`src/rtl/traffic_light_monitor.sv`:
```
// Passive monitor for the four-approach lamp-drive bus: tracks the
// green -> yellow-handover -> next-green rotation and reports lamp, conflict, order and timing faults.
module traffic_light_monitor #(
    parameter int GREEN_LEN  = 7,
    parameter int YELLOW_LEN = 1,
    parameter int CNT_W      = 16
) (
    input  logic             clk,
    input  logic             rst,
    input  logic [3:0]       r,
    input  logic [3:0]       g,
    input  logic [3:0]       y,
    output logic             locked,
    output logic [1:0]       phase,
    output logic             in_yellow,
    output logic             err_lamp,
    output logic             err_conflict,
    output logic             err_seq,
    output logic             err_time,
    output logic             err_sticky,
    output logic [CNT_W-1:0] rotations
);

    typedef enum logic [1:0] {
        S_UNLOCKED = 2'd0,
        S_GREEN    = 2'd1,
        S_YELLOW   = 2'd2
    } state_t;

    localparam logic [7:0] GREEN_CNT  = 8'(GREEN_LEN);
    localparam logic [7:0] YELLOW_CNT = 8'(YELLOW_LEN);

    state_t           r_state;
    state_t           w_state_nxt;
    logic [7:0]       r_cnt;
    logic [7:0]       w_cnt_nxt;
    logic [1:0]       r_phase;
    logic [1:0]       w_phase_nxt;
    logic [1:0]       w_phase_inc;
    logic [1:0]       w_ho_idx;
    logic [3:0]       w_is_green;
    logic [3:0]       w_is_ho;
    logic             w_lamp_bad;
    logic             w_conflict;
    logic             w_seq;
    logic             w_time;
    logic             w_rot_inc;

    logic             r_locked;
    logic             r_in_yellow;
    logic             r_err_lamp;
    logic             r_err_conflict;
    logic             r_err_seq;
    logic             r_err_time;
    logic             r_err_sticky;
    logic [CNT_W-1:0] r_rotations;

    function automatic logic [7:0] sat_inc8(input logic [7:0] v);
        return (v == 8'hFF) ? v : v + 8'd1;
    endfunction

    // Decode each legal lamp pattern exactly, including the red lines.
    for (genvar k = 0; k < 4; k++) begin : g_pat
        localparam logic [3:0] OH   = 4'(1 << k);
        localparam logic [3:0] OHHO = 4'(1 << k) | 4'(1 << ((k + 1) % 4));
        assign w_is_green[k] = (g == OH) && (y == 4'b0000) && (r == ~OH);
        assign w_is_ho[k]    = (g == 4'b0000) && (y == OHHO) && (r == ~OHHO);
    end

    assign w_lamp_bad  = |((r & g) | (r & y) | (g & y) | ~(r | g | y));
    assign w_conflict  = ((g & (g - 4'd1)) != 4'd0) || ((g != 4'd0) && (y != 4'd0));
    assign w_phase_inc = r_phase + 2'd1;

    always_comb begin
        w_ho_idx = 2'd0;
        for (int k = 0; k < 4; k++) begin
            if (w_is_ho[k]) w_ho_idx = 2'(k);
        end
    end

    always_ff @(posedge clk) begin
        if (rst) r_state <= S_UNLOCKED;
        else     r_state <= w_state_nxt;
    end

    always_comb begin
        w_state_nxt = r_state;
        case (r_state)
            S_UNLOCKED: if (|w_is_ho) w_state_nxt = S_YELLOW;
            S_YELLOW: begin
                if (w_is_ho[r_phase])               w_state_nxt = S_YELLOW;
                else if (w_is_green[w_phase_inc])   w_state_nxt = S_GREEN;
                else                                w_state_nxt = S_UNLOCKED;
            end
            S_GREEN: begin
                if (w_is_green[r_phase])            w_state_nxt = S_GREEN;
                else if (w_is_ho[r_phase])          w_state_nxt = S_YELLOW;
                else                                w_state_nxt = S_UNLOCKED;
            end
            default: w_state_nxt = S_UNLOCKED;
        endcase
    end

    // Overlong phases are flagged on the single step where cnt passes LEN.
    always_comb begin
        w_cnt_nxt   = r_cnt;
        w_phase_nxt = r_phase;
        w_seq       = 1'b0;
        w_time      = 1'b0;
        w_rot_inc   = 1'b0;
        case (r_state)
            S_UNLOCKED: begin
                if (|w_is_ho) begin
                    w_phase_nxt = w_ho_idx;
                    w_cnt_nxt   = 8'd1;
                end
            end
            S_YELLOW: begin
                if (w_is_ho[r_phase]) begin
                    w_cnt_nxt = sat_inc8(r_cnt);
                    w_time    = (r_cnt == YELLOW_CNT);
                end else if (w_is_green[w_phase_inc]) begin
                    w_time      = (r_cnt != YELLOW_CNT);
                    w_cnt_nxt   = 8'd1;
                    w_phase_nxt = w_phase_inc;
                    w_rot_inc   = (r_phase == 2'd3);
                end else begin
                    w_seq = 1'b1;
                end
            end
            S_GREEN: begin
                if (w_is_green[r_phase]) begin
                    w_cnt_nxt = sat_inc8(r_cnt);
                    w_time    = (r_cnt == GREEN_CNT);
                end else if (w_is_ho[r_phase]) begin
                    w_time    = (r_cnt != GREEN_CNT);
                    w_cnt_nxt = 8'd1;
                end else begin
                    w_seq = 1'b1;
                end
            end
            default: w_seq = 1'b0;
        endcase
    end

    always_ff @(posedge clk) begin
        if (rst) begin
            r_cnt          <= 8'd0;
            r_phase        <= 2'd0;
            r_locked       <= 1'b0;
            r_in_yellow    <= 1'b0;
            r_err_lamp     <= 1'b0;
            r_err_conflict <= 1'b0;
            r_err_seq      <= 1'b0;
            r_err_time     <= 1'b0;
            r_err_sticky   <= 1'b0;
            r_rotations    <= '0;
        end else begin
            r_cnt          <= w_cnt_nxt;
            r_phase        <= w_phase_nxt;
            r_locked       <= (w_state_nxt != S_UNLOCKED);
            r_in_yellow    <= (w_state_nxt == S_YELLOW);
            r_err_lamp     <= w_lamp_bad;
            r_err_conflict <= w_conflict;
            r_err_seq      <= w_seq;
            r_err_time     <= w_time;
            r_err_sticky   <= r_err_sticky | w_lamp_bad | w_conflict | w_seq | w_time;
            if (w_rot_inc && !(&r_rotations)) r_rotations <= r_rotations + CNT_W'(1);
        end
    end

    assign locked       = r_locked;
    assign phase        = r_phase;
    assign in_yellow    = r_in_yellow;
    assign err_lamp     = r_err_lamp;
    assign err_conflict = r_err_conflict;
    assign err_seq      = r_err_seq;
    assign err_time     = r_err_time;
    assign err_sticky   = r_err_sticky;
    assign rotations    = r_rotations;

endmodule

```
`config.mk`:
```
export PLATFORM = sky130hd
export DESIGN_NAME = traffic_light_monitor
export DESIGN_NICKNAME = d
export VERILOG_FILES = /design/src/rtl/traffic_light_monitor.sv
export SDC_FILE = /design/constraint.sdc
export NUM_CORES = 1
export LEC_CHECK = 0
export BUFFER_PORTS_ARGS = -buffer_cell sky130_fd_sc_hd__buf_2
export CAP_MARGIN = 20
export CORE_ASPECT_RATIO = 0.75
export CORE_MARGIN = 5
export CORE_UTILIZATION = 57
export DETAILED_ROUTE_END_ITERATION = 12
export MAX_ROUTING_LAYER = met4
export PLACE_DENSITY = 0.83
export SLEW_MARGIN = 20
export SYNTH_ARGS = -nofsm -noshare
export SYNTH_HDL_FRONTEND = slang
export SYNTH_SLANG_ARGS = --single-unit
```
`constraint.sdc`:
```
create_clock -name clk -period 2.9 [get_ports clk]
set_input_delay 0.58 -clock clk [delete_from_list [all_inputs] [get_ports clk]]
set_output_delay 0.58 -clock clk [all_outputs]
set_load 0.02 [all_outputs]
```
==> run metrics, run 1 <==
Ys Warns 0; clock power share 0.387; internal power between 600 and 700 µW; fin crit period approximately 2.5 ns; Port-buffer cells 38; Die Footprint 5760 µm²; Fin. Hold Viols 0; # rows 20; final wirelength 6730 µm; sequential power share 0.533; Max Slew Vio Count 0; Slowest cell on crit path or3_4; switching part of the total 0.254; TritonRoute pass-1 iters 5; critical path peak fanout 8; f_max 403 MHz; relative slew slack 0.234; Netlist Area Pre-Place roughly 2500 µm²; Critical Path AT around 2.7 ns; DR iter-0 viols about 270; clk_skew about 0.012 ns; Post-Synth Simple-Gate Area 0.356; Vias/cell 6.63; Final Cycle Share 0.855; status completed; main combinational cell family by area after synthesis simple AND/OR/NAND/NOR gates; NetSw ~230 µW; Worst Setup Start Kind input port; Worst EP required a little over 3 ns; Final nets between 300 and 400; Worst Path Buf+Inv 1; Post-synth EDFFs 0; CTS tree done; largest area contributor in the netlist dfxtp_1; post-synth top area share 0.284; Seq/Total Area, Yosys 0.284; clock tree buffer depth 2; initial core utilization 0.598; multiplexer share of the synthesized area 0.0416; worst-margin pin slew roughly 1.1 ns; post-cts sizing count 0; RSZ-0062 raised after global routing false; leakage 0.00105 µW; Distinct cells, synth 60; Critical Path Max Stage Delay between 0.4 and 0.5 ns; GR Overflow Total 0; CP Cell Sequence buf_2 > nor4_2 > o221ai_1 > nand2_1 > o31ai_1 > or3_4 > o41ai_2; CTS buffer count 5; Antenna Cells 0; min-delay worst type register to register; clk sinks 35; Core Area roughly 4100 µm²; via count 2581; Adder-Cell Fraction of Synth Area 0.0446; main area contributors after synthesis dfxtp_1 28%, ha_1 4.1%, a21oi_1 3.6%; CTS H-tree depth 2; fraction of layout cells with a size suffix above 1 0.201; Die Ht 67.0 µm; Post-synth ARST share 0; VDD IR-drop max about 0.00023 V; Synth Area in Compound Gates 0.214; Synth Flop Type dfxtp_1; Total GRT Usage 0.243; vias in the first global route about 2.4k; wire length per cell approximately 17 µm; Mean Syn Cell Area ~8.4 µm²; Logic pwr share 0.081; Horiz. Die Dim 86.0 µm; Power Dens Cells 323 nW/µm²; syn_nets approximately 320; Total Neg Setup Slack 0 ns; hold slack 0.497 ns; antenna violations before repair 0; ANT nets after route 0; pin count of the biggest net entering global routing 35; final setup violation count 0; CP Capture Type register; Mapped Cells around 290; FF+latch count, synth 35; DPL Wire Length between 4000 and 5000 µm; post-CTS setup buffer count 0; DRC 0; crit path kind input port to register; Synth Area in XOR/XNOR 0.0177; RD Place Congestion 0.895; first-pass GRT wire length between 10000 and 15000 µm; root buffer cell clkbuf_8; Clock Latency Late Sink 0.30 ns; max cap viols 0; Hold Buf Count CTS 0; Area Overhead vs Synth 13.8%; Reg clk slew, reported paths ~0.07 ns; # IOs 39; cell family with most CP delay simple AND/OR/NAND/NOR gates
==> metal layers <==
metal,vias up,routed length [µm],track usage
li1,1220,-,-
met1,1229,3050,0.311
met2,121,3090,0.375
met3,11,499,0.0593
met4,0,89,0.0830
met5,-,0,-
==> synthesized netlist by cell type (3+ instances only) <==
library cell  instances
a21oi_1              18
a22oi_1               3
and2_1                4
and3_1               10
and4bb_1              6
and4bb_2              3
buf_2                 5
clkbuf_1              8
dfxtp_1              35
ha_1                  8
inv_1                 9
mux2i_1               8
nand2_1              21
nand3_1               9
nand3b_1              3
nand4_1              10
nor2_1               18
nor2b_1               4
nor3_1               10
nor3b_1              12
o21ai_0               9
o21ai_1               5
o221ai_1              3
o31ai_1               6
o41ai_1               5
o41ai_2               3
or3_1                11
or4_1                 8
xor2_1                3
==> cell type report <==
type	count	area, µm²
well taps	55	68.8
fillers	339	1320
repair buffers	47	258
clock inverters	1	5.00
clock buffers	7	76.3
inverters	9	33.8
multi-input cells	235	1670
flip-flops and latches	35	701
==> placed cells by master, fill, tap and decap left out, drive strengths merged, types with 6 or more instances in the layout <==
cell type,count
buf,47
dfxtp,35
nand2,21
nor2,18
a21oi,18
o21ai,14
nor3b,12
or3,12
nand4,11
and3,10
nor3,10
inv,9
nand3,9
and4bb,9
mux2i,8
or4,8
ha,8
o41ai,8
clkbuf,7
o31ai,6
==> state kept, by name (all words and copies together) (netlist names) <==
register	count
err_conflict	1
err_lamp	1
err_seq	1
err_sticky	1
err_time	1
in_yellow	1
locked	1
phase	2
r_cnt	8
r_state	2
rotations	16
==> worst paths after layout <==
kind / to / slack [ns] / depth (start not counted) / startpoint
worst max-delay path: r_cnt[4]$_SDFFE_PP0P_ / 0.42 / 7 / g[0]
worst min-delay path: r_cnt[5]$_SDFFE_PP0P_ / 0.50 / 1 / r_cnt[5]$_SDFFE_PP0P_
worst max register to register: r_cnt[2]$_SDFFE_PP0P_ / 0.47 / 6 / r_state[0]$_SDFF_PP0_
worst min register to register: r_cnt[5]$_SDFFE_PP0P_ / 0.50 / 1 / r_cnt[5]$_SDFFE_PP0P_
==> worst reg2reg max path, cell delays in order, from the launching register on <==
cell and delay (ns):
dfxtp_1 0.39, inv_1 0.10, ha_1 0.31, o31ai_1 0.97, buf_4 0.28, nor3b_1 0.05, o211a_1 0.23
==> stage by stage <==
step | util | setup slack [ns] | cell area [µm²] | instances | total power, µW
floorplan | - | 0.540 | 2470 | 294 | 535
global placement | 0.660 | 0.167 | 2730 | 381 | 565
detailed placement | 0.660 | 0.104 | 2730 | 381 | 566
CTS | 0.680 | 0.399 | 2810 | 389 | 904
global route | 0.681 | 0.263 | 2810 | 389 | 937
finish | 0.681 | 0.421 | 2810 | 389 | 909
==> power groups by stage <==
stage / combinational, µW / sequential [µW] / clock, µW
2_1_floorplan: 36.6 / 499 / 0
3_3_place_gp: 70.0 / 495 / 0
3_5_place_dp: 70.8 / 495 / 0
4_1_cts: 71.3 / 484 / 348
5_1_grt: 78.3 / 484 / 374
6_report: 73.3 / 484 / 351
==> cells by family (layout without fill, tap and decap cells) <==
logic type / count (synthesis) / count (layout)
adder cells (fa/ha/maj): 9 / 9
multiplexers: 10 / 10
flip-flops: 35 / 35
AND/OR/NAND/NOR: 139 / 139
XOR/XNOR: 5 / 5
AO/OA/AOI/OAI: 72 / 72
buffers and inverters: 24 / 64
(Power assumes the default switching activity.)
==> inputs of run 2 (changes only) <==
--- a/config.mk
+++ b/config.mk
@@ -5,15 +5,18 @@
 export SDC_FILE = /design/constraint.sdc
 export NUM_CORES = 1
 export LEC_CHECK = 0
+export ABC_AREA = 1
 export BUFFER_PORTS_ARGS = -buffer_cell sky130_fd_sc_hd__buf_2
 export CAP_MARGIN = 20
 export CORE_ASPECT_RATIO = 0.75
 export CORE_MARGIN = 5
 export CORE_UTILIZATION = 57
 export DETAILED_ROUTE_END_ITERATION = 12
+export HOLD_SLACK_MARGIN = 0.03
 export MAX_ROUTING_LAYER = met4
 export PLACE_DENSITY = 0.83
 export SLEW_MARGIN = 20
 export SYNTH_ARGS = -nofsm -noshare
 export SYNTH_HDL_FRONTEND = slang
 export SYNTH_SLANG_ARGS = --single-unit
+export TNS_END_PERCENT = 100
==> run 2 against run 1 <==
  * Sequential share of layout area fell by 1.1 points
  * Synthesized area rose by 5.7%
  * Via count rose by 14%
  * First-iteration DRC count rose by 20%
  * Sequential cell count did not move
==> run metrics, run 2 <==
pin count of the biggest net entering global routing 20 (-43%); Die Footprint 6050 µm² (+4.9%); Area Overhead vs Synth 12.5%; Clock Latency Late Sink 0.29 ns (about the same); vias in the first global route 2426 (+1.5%); Synth Area in Compound Gates 0.107 (-0.107); Core Area 4440 µm² (+7.5%); max cap viols 0 (unchanged); sequential power share 0.504 (-0.029); Logic pwr share 0.092 (+0.011); Synth Flop Type dfxtp_1; Max Slew Vio Count 0 (unchanged); initial core utilization 0.588 (-0.0101); CTS tree done; crit path kind register to register; Die Ht 68.6 µm (+2.4%); total power 960 µW (+5.7%); Fin. Hold Viols 0 (unchanged); Final nets 497 (+40%); DPL Wire Length 5230 µm (+9.5%); Placed Cells 525 (+38%); internal power 726 µW (+7.1%); status completed; RSZ-0062 raised after global routing false; critical path peak fanout 13 (+5); Total Neg Setup Slack 0 ns (unchanged); clk sinks 35 (unchanged); CP Capture Type register; Horiz. Die Dim 88.1 µm (+2.5%); most common cell after layout, fill and taps aside nand2_1; Reg clk slew, reported paths 0.07 ns (about the same); multiplexer share of the synthesized area 0 (-0.0416); FF+latch count, synth 35 (unchanged); main area contributors after synthesis dfxtp_1 27%, nand2_1 17%, nor2_1 9.3%; post-synth top area share 0.268 (-0.0154); VDD IR-drop max 0.000308 V (+34%); # rows 21 (+5.0%); antenna violations before repair 0 (unchanged); Post-synth ARST share 0 (unchanged); hold slack 0.502 ns (+0.00454 ns); clk_skew 0.00738 ns (-0.00502 ns); Hold Path Depth 2 (+1); final setup violation count 0 (unchanged); Netlist Area Pre-Place 2610 µm² (+5.7%); Distinct cells, synth 33 (-45%); Port-buffer cells 38 (unchanged); cells on worst reg2reg path 9 (+3); Mean Syn Cell Area 5.97 µm² (-29%); root buffer cell clkbuf_8; # IOs 39 (unchanged); DR iter-0 viols 325 (+20%); syn_nets 459 (+45%); Largest register FFs 16 (unchanged); Hold Buf Count CTS 0 (unchanged); Total GRT Usage 0.236 (-0.00700); Vias/cell 5.51 (-17%); Adder-Cell Fraction of Synth Area 0.0384 (-0.00625); DRC 0 (unchanged); main combinational cell family by area after synthesis simple AND/OR/NAND/NOR gates; Antenna Cells 0 (unchanged); post-CTS setup buffer count 0 (unchanged); leakage 0.00142 µW (+35%); most frequent cells in the layout 118 x nand2_1, 65 x nor2_1, 54 x inv_1; Power Dens Cells 327 nW/µm² (+1.2%); min-delay worst type register to register; relative slew slack 0.577 (+0.343); CTS H-tree depth 2 (unchanged); ANT nets after route 0 (unchanged); via count 2939 (+14%); non-filler cells, final 533 (+37%); final wirelength 6690 µm (-0.49%); largest area contributor in the netlist dfxtp_1; f_max 458 MHz (+14%); clock power share 0.404 (+0.017); Synth Area in XOR/XNOR 0.0336 (+0.0158); GR Overflow Total 0 (unchanged); Post-synth EDFFs 0 (unchanged); Final Cycle Share 0.753 (-0.102); Critical Path Max Stage Delay 0.60 ns (+0.12 ns); Post-Synth Simple-Gate Area 0.452 (+0.0958); worst-margin pin slew 0.634 ns (-0.504 ns); fraction of layout cells with a size suffix above 1 0.134 (-0.0661); count leader, synth nand2_1; post-cts sizing count 0 (unchanged); fin crit period 2.18 ns (-0.295 ns); NetSw 235 µW (+1.4%); Critical Path AT 2.36 ns (-0.32 ns); Mapped Cells 437 (+49%); CTS buffer count 5 (unchanged); Commonest cells post-synth 118 x nand2_1, 65 x nor2_1, 54 x inv_1; first-pass GRT wire length 10900 µm (-0.37%); CP Cell Sequence clkinv_1 > nand2_1 > nand3_2 > nand2_2 > nand2_4 > nor2_4 > nand2_1 > o21ai_0 > a21oi_1; Slowest cell on crit path dfxtp_1; clock tree buffer depth 2 (unchanged); Worst EP required 3.08 ns (-0.02 ns); Worst path most repeated cell nand2_1; RD Place Congestion 0.942 (+5.2%); switching part of the total 0.244 (-0.0102); Seq/Total Area, Yosys 0.268 (-0.0154); wire length per cell 12.6 µm (-27%); Worst Setup Start Kind register; TritonRoute pass-1 iters 5 (unchanged); Ys Warns 0 (unchanged)
==> run 2: cell types whose count changed after synthesis, moves of 8 or more <==
cell and change:
and3_1 -10, inv_1 +45, mux2i_1 -8, nand2_1 +97
nand3_1 +34, nor2_1 +47, nor3b_1 -12, or3_1 -11
or4_1 -8
==> run 2: metrics by stage <==
stage	worst slack [ns]	instance area (µm²)	util
floorplan	1.01	2610	-
global placement	0.627	2840	0.638
detailed placement	0.529	2840	0.638
CTS	0.732	2940	0.661
global route	0.498	2940	0.661
finish	0.716	2940	0.661
==> run 2: worst paths after layout <==
check	from	end	slack [ns]
hold / removal	r_cnt[5]$_SDFFE_PP0P_	r_cnt[5]$_SDFFE_PP0P_	0.50
setup reg to reg	phase[0]$_SDFFE_PP0P_	rotations[7]$_SDFFE_PP0P_	0.72
hold reg to reg	r_cnt[5]$_SDFFE_PP0P_	r_cnt[5]$_SDFFE_PP0P_	0.50
setup / recovery	phase[0]$_SDFFE_PP0P_	rotations[7]$_SDFFE_PP0P_	0.72
==> run 2: power by group through the flow <==
stage               clock, µW  sequential [µW]  combinational [µW]
floorplan                   0              499                50.2
global placement            0              495                84.9
detailed placement          0              495                85.9
CTS                       396              484                86.3
global route              416              484                98.0
finish                    388              484                88.2
==> run 2: routing by layer <==
metal / vias up / share of wire / global-route usage
met5: - / 0 / -
met1: 1305 / 0.49 / 0.355
met4: 0 / 0.0097 / 0.0472
li1: 1492 / - / -
met2: 132 / 0.41 / 0.326
met3: 10 / 0.091 / 0.0439
==> run 2: kinds of logic (layout without fill, tap and decap cells) <==
kind of cell | Yosys count | in the layout
AOI/OAI and AO/OA | 49 | 49
xor gates and xnor gates | 10 | 10
and+or+nand+nor | 268 | 268
adders and majority gates | 8 | 8
DFF | 35 | 35
buffers and inverters | 67 | 106
==> run 2: worst max-delay path, delay by kind of cell (launching register included) <==
kind,cells,cell delay (ns)
AOI/OAI and AO/OA,2,0.24
buffers and inverters,1,0.37
DFF,1,0.60
and+or+nand+nor,6,0.86
==> run 2: layout make-up <==
| class | instances | area, µm² |
|---|---|---|
| Inverter | 60 | 225 |
| Sequential cell | 35 | 701 |
| Tap cell | 57 | 71.3 |
| Clock buffer | 8 | 100 |
| Fill cell | 421 | 1510 |
| Timing Repair Buffer | 38 | 190 |
| Multi-Input combinational cell | 335 | 1650 |
==> inputs of run 3 (changes only) <==
--- a/config.mk
+++ b/config.mk
@@ -5,7 +5,7 @@
 export SDC_FILE = /design/constraint.sdc
 export NUM_CORES = 1
 export LEC_CHECK = 0
-export ABC_AREA = 1
+export ABC_AREA = 0
 export BUFFER_PORTS_ARGS = -buffer_cell sky130_fd_sc_hd__buf_2
 export CAP_MARGIN = 20
 export CORE_ASPECT_RATIO = 0.75
==> constraint.sdc (replaced) <==
create_clock -name clk -period 2.1 [get_ports clk]
set_input_delay 0.42 -clock clk [delete_from_list [all_inputs] [get_ports clk]]
set_output_delay 0.42 -clock clk [all_outputs]
set_load 0.02 [all_outputs]
==> run 3 against run 2 <==
  * Clock-buffer cell count fell by 2
  * Final cell count shrank 18%
  * Global-route usage up 4.9 points
  * Largest cell class unchanged
  * Critical path depth unchanged
  * Non-clock buffer count increased by 59
  * Combinational power up 62%
  * The flow now finishes with violations (negative setup slack)
  * Sequential share of layout area decreased by 3.3 points
  * Utilization grew 17 points
  * Design area increased by 17%
  * Clock power increased by 54%
  * Critical endpoint is now r_cnt[6]$_SDFFE_PP0P_
  * Sequential power grew 38%
==> run metrics, run 3 (synthesis results as in run 1) <==
met1 wire length 3660 µm (+12%); Worst Setup Start Kind input port; TritonRoute pass-1 iters 6 (+1); via count 2986 (+1.6%); Core Area 4130 µm² (-7.0%); Fin. Hold Viols 0 (unchanged); most common cell after layout, fill and taps aside buf_4; vias in the first global route 2681 (+11%); min-delay src rotations[11]$_SDFFE_PP0P_; Critical Path AT 2.30 ns (-0.06 ns); fin crit period 2.13 ns; Die Footprint 5760 µm² (-4.7%); f_max 470 MHz; Final nets 405 (-19%); met2 WL 4020 µm (+46%); Hold Path Sink rotations[11]$_SDFFE_PP0P_; clock tree buffer depth 2 (unchanged); status complete, but fails checks; Die Ht 67.0 µm (-2.3%); Hold Path Depth 2 (unchanged); Reg clk slew, reported paths 0.07 ns (about the same); RR Startpoint r_state[1]$_SDFF_PP0_; leakage 0.00135 µW (-5.1%); failing checks negative setup slack; # IOs 39 (unchanged); initial core utilization 0.598 (+0.0101); final setup violation count 3 (+3); first-pass GRT wire length 12800 µm (+17%); DR iter-0 viols 488 (+50%); final wirelength 8890 µm (+33%); # rows 20 (-4.8%); RR Endpoint r_cnt[2]$_SDFFE_PP0P_; Logic pwr share 0.102 (+0.010); Horiz. Die Dim 86.0 µm (-2.4%); crit path kind input port to register; Total Neg Setup Slack -0.0561 ns (-0.0561 ns); pin count of the biggest net entering global routing 30 (+50%); Largest register FFs 16 (unchanged); CTS tree done; fraction of layout cells with a size suffix above 1 0.384 (+0.249); WL met3 875 µm (+43%); Area Overhead vs Synth 39.0%; most frequent cells in the layout 55 x buf_4, 37 x buf_2, 31 x dfxtp_1; Antenna Cells 0 (unchanged); cells on worst reg2reg path 9 (unchanged); Port-buffer cells 38 (unchanged); switching part of the total 0.235 (-0.00933); Final Cycle Share 1.01; Total GRT Usage 0.285 (+0.0490); worst-margin pin slew 0.582 ns (-0.0521 ns); Hold Buf Count CTS 0 (unchanged); sequential power share 0.475 (-0.029); Reg2Reg Setup Slack 0.01 ns (-0.71 ns); Clock Latency Late Sink 0.29 ns (about the same); crit path launch y[0]; critical path peak fanout 9 (-4); pre-CTS setup slack -0.381 ns (-0.910 ns); internal power 1080 µW (+48%); setup ws final -0.0266 ns (-0.743 ns); top sig layer met4; relative slew slack 0.612 (+0.0347); Fill cells 232 (-45%); root buffer cell clkbuf_8; DPL Wire Length 5260 µm (+0.55%); clock power share 0.423 (+0.019); clk_skew 0.00790 ns (+0.000513 ns); clk sinks 35 (unchanged); CTS H-tree depth 2 (unchanged); VDD IR-drop max 0.000365 V (+18%); Power Dens Cells 410 nW/µm² (+25%); GR Overflow Total 0 (unchanged); Worst EP required 2.28 ns (-0.80 ns); wire length per cell 20.3 µm (+62%); RSZ-0062 raised after global routing true; CP Capture Type register; ANT nets after route 0 (unchanged); max cap viols 0 (unchanged); NetSw 331 µW (+41%); RD Place Congestion 0.948 (+0.64%); CTS buffer count 5 (unchanged); antenna violations before repair 0 (unchanged); Vias/cell 6.82 (+24%); Max Slew Vio Count 0 (unchanged); DRC 0 (unchanged); min-delay worst type register to register
## run 3: cell types whose count changed in the layout (fill, tap and decap cells not counted), sizes merged, moves of 9 or more
| cell | previous run | this run |
|---|---|---|
| or3 | 0 | 12 |
| and4bb | 0 | 9 |
| buf | 38 | 97 |
| and3 | 0 | 10 |
| nand2 | 125 | 21 |
| nor3b | 0 | 12 |
| nor2 | 68 | 18 |
| nand3 | 45 | 9 |
| inv | 58 | 9 |
## run 3: what timing repair did
action                     in CTS  in global routing
pin swaps                       2                 13
setup endpoints to repair       9                 17
setup buffers                   3                  3
gates cloned                    0                  0
resized for setup               7                 34
## run 3: worst max-delay path by stage
stage                                       end  depth (start not counted)
after global placement    err_sticky$_SDFF_PP0_                          9
after floorplan           r_cnt[4]$_SDFFE_PP0P_                          6
final                     r_cnt[6]$_SDFFE_PP0P_                          9
after global routing      r_cnt[4]$_SDFFE_PP0P_                          9
after detailed placement  err_sticky$_SDFF_PP0_                          9
after CTS                 err_sticky$_SDFF_PP0_                          8
## run 3: power by group through the flow
| stage | Combinational, µW | Clock [µW] | Sequential (µW) |
|---|---|---|---|
| after global placement | 123 | 0 | 684 |
| final | 143 | 596 | 669 |
| after detailed placement | 128 | 0 | 683 |
| after global routing | 152 | 616 | 669 |
| after floorplan | 54.2 | 0 | 689 |
| after CTS | 130 | 584 | 668 |
## run 3: per-stage QoR
step	power [µW]	utilization	hold WS [ns]	cell area, µm²	instances
CTS	1380	0.785	0.502	3240	435
floorplan	743	-	0.458	2490	294
detailed placement	811	0.745	0.483	3080	425
global route	1440	0.831	0.557	3430	438
global placement	807	0.745	0.479	3080	425
finish	1410	0.831	0.505	3430	438
## run 3: worst max-delay path: stages
cell	delay, ns
buf_2	0.13
nor4_4	0.25
buf_4	0.20
nand4_1	0.17
o221ai_2	0.19
a21boi_1	0.09
buf_4	0.18
or4_4	0.53
o211a_1	0.14
## run 3: area by class of cell
cell class              instances  area [µm²]  share of cell area
repair buffers                 97         663               0.193
clock inverters                 1        30.0             0.00875
multi-input cells             235        1860               0.541
inverters                       9        33.8             0.00984
well taps                      55        68.8              0.0201
flip-flops and latches         35         706               0.206
clock buffers                   6        72.6              0.0211
## run 3: routing by layer
metal,vias up,track usage
met1,1391,0.375
met3,50,0.0606
li1,1323,-
met2,222,0.450
met5,-,-
met4,0,0.0652
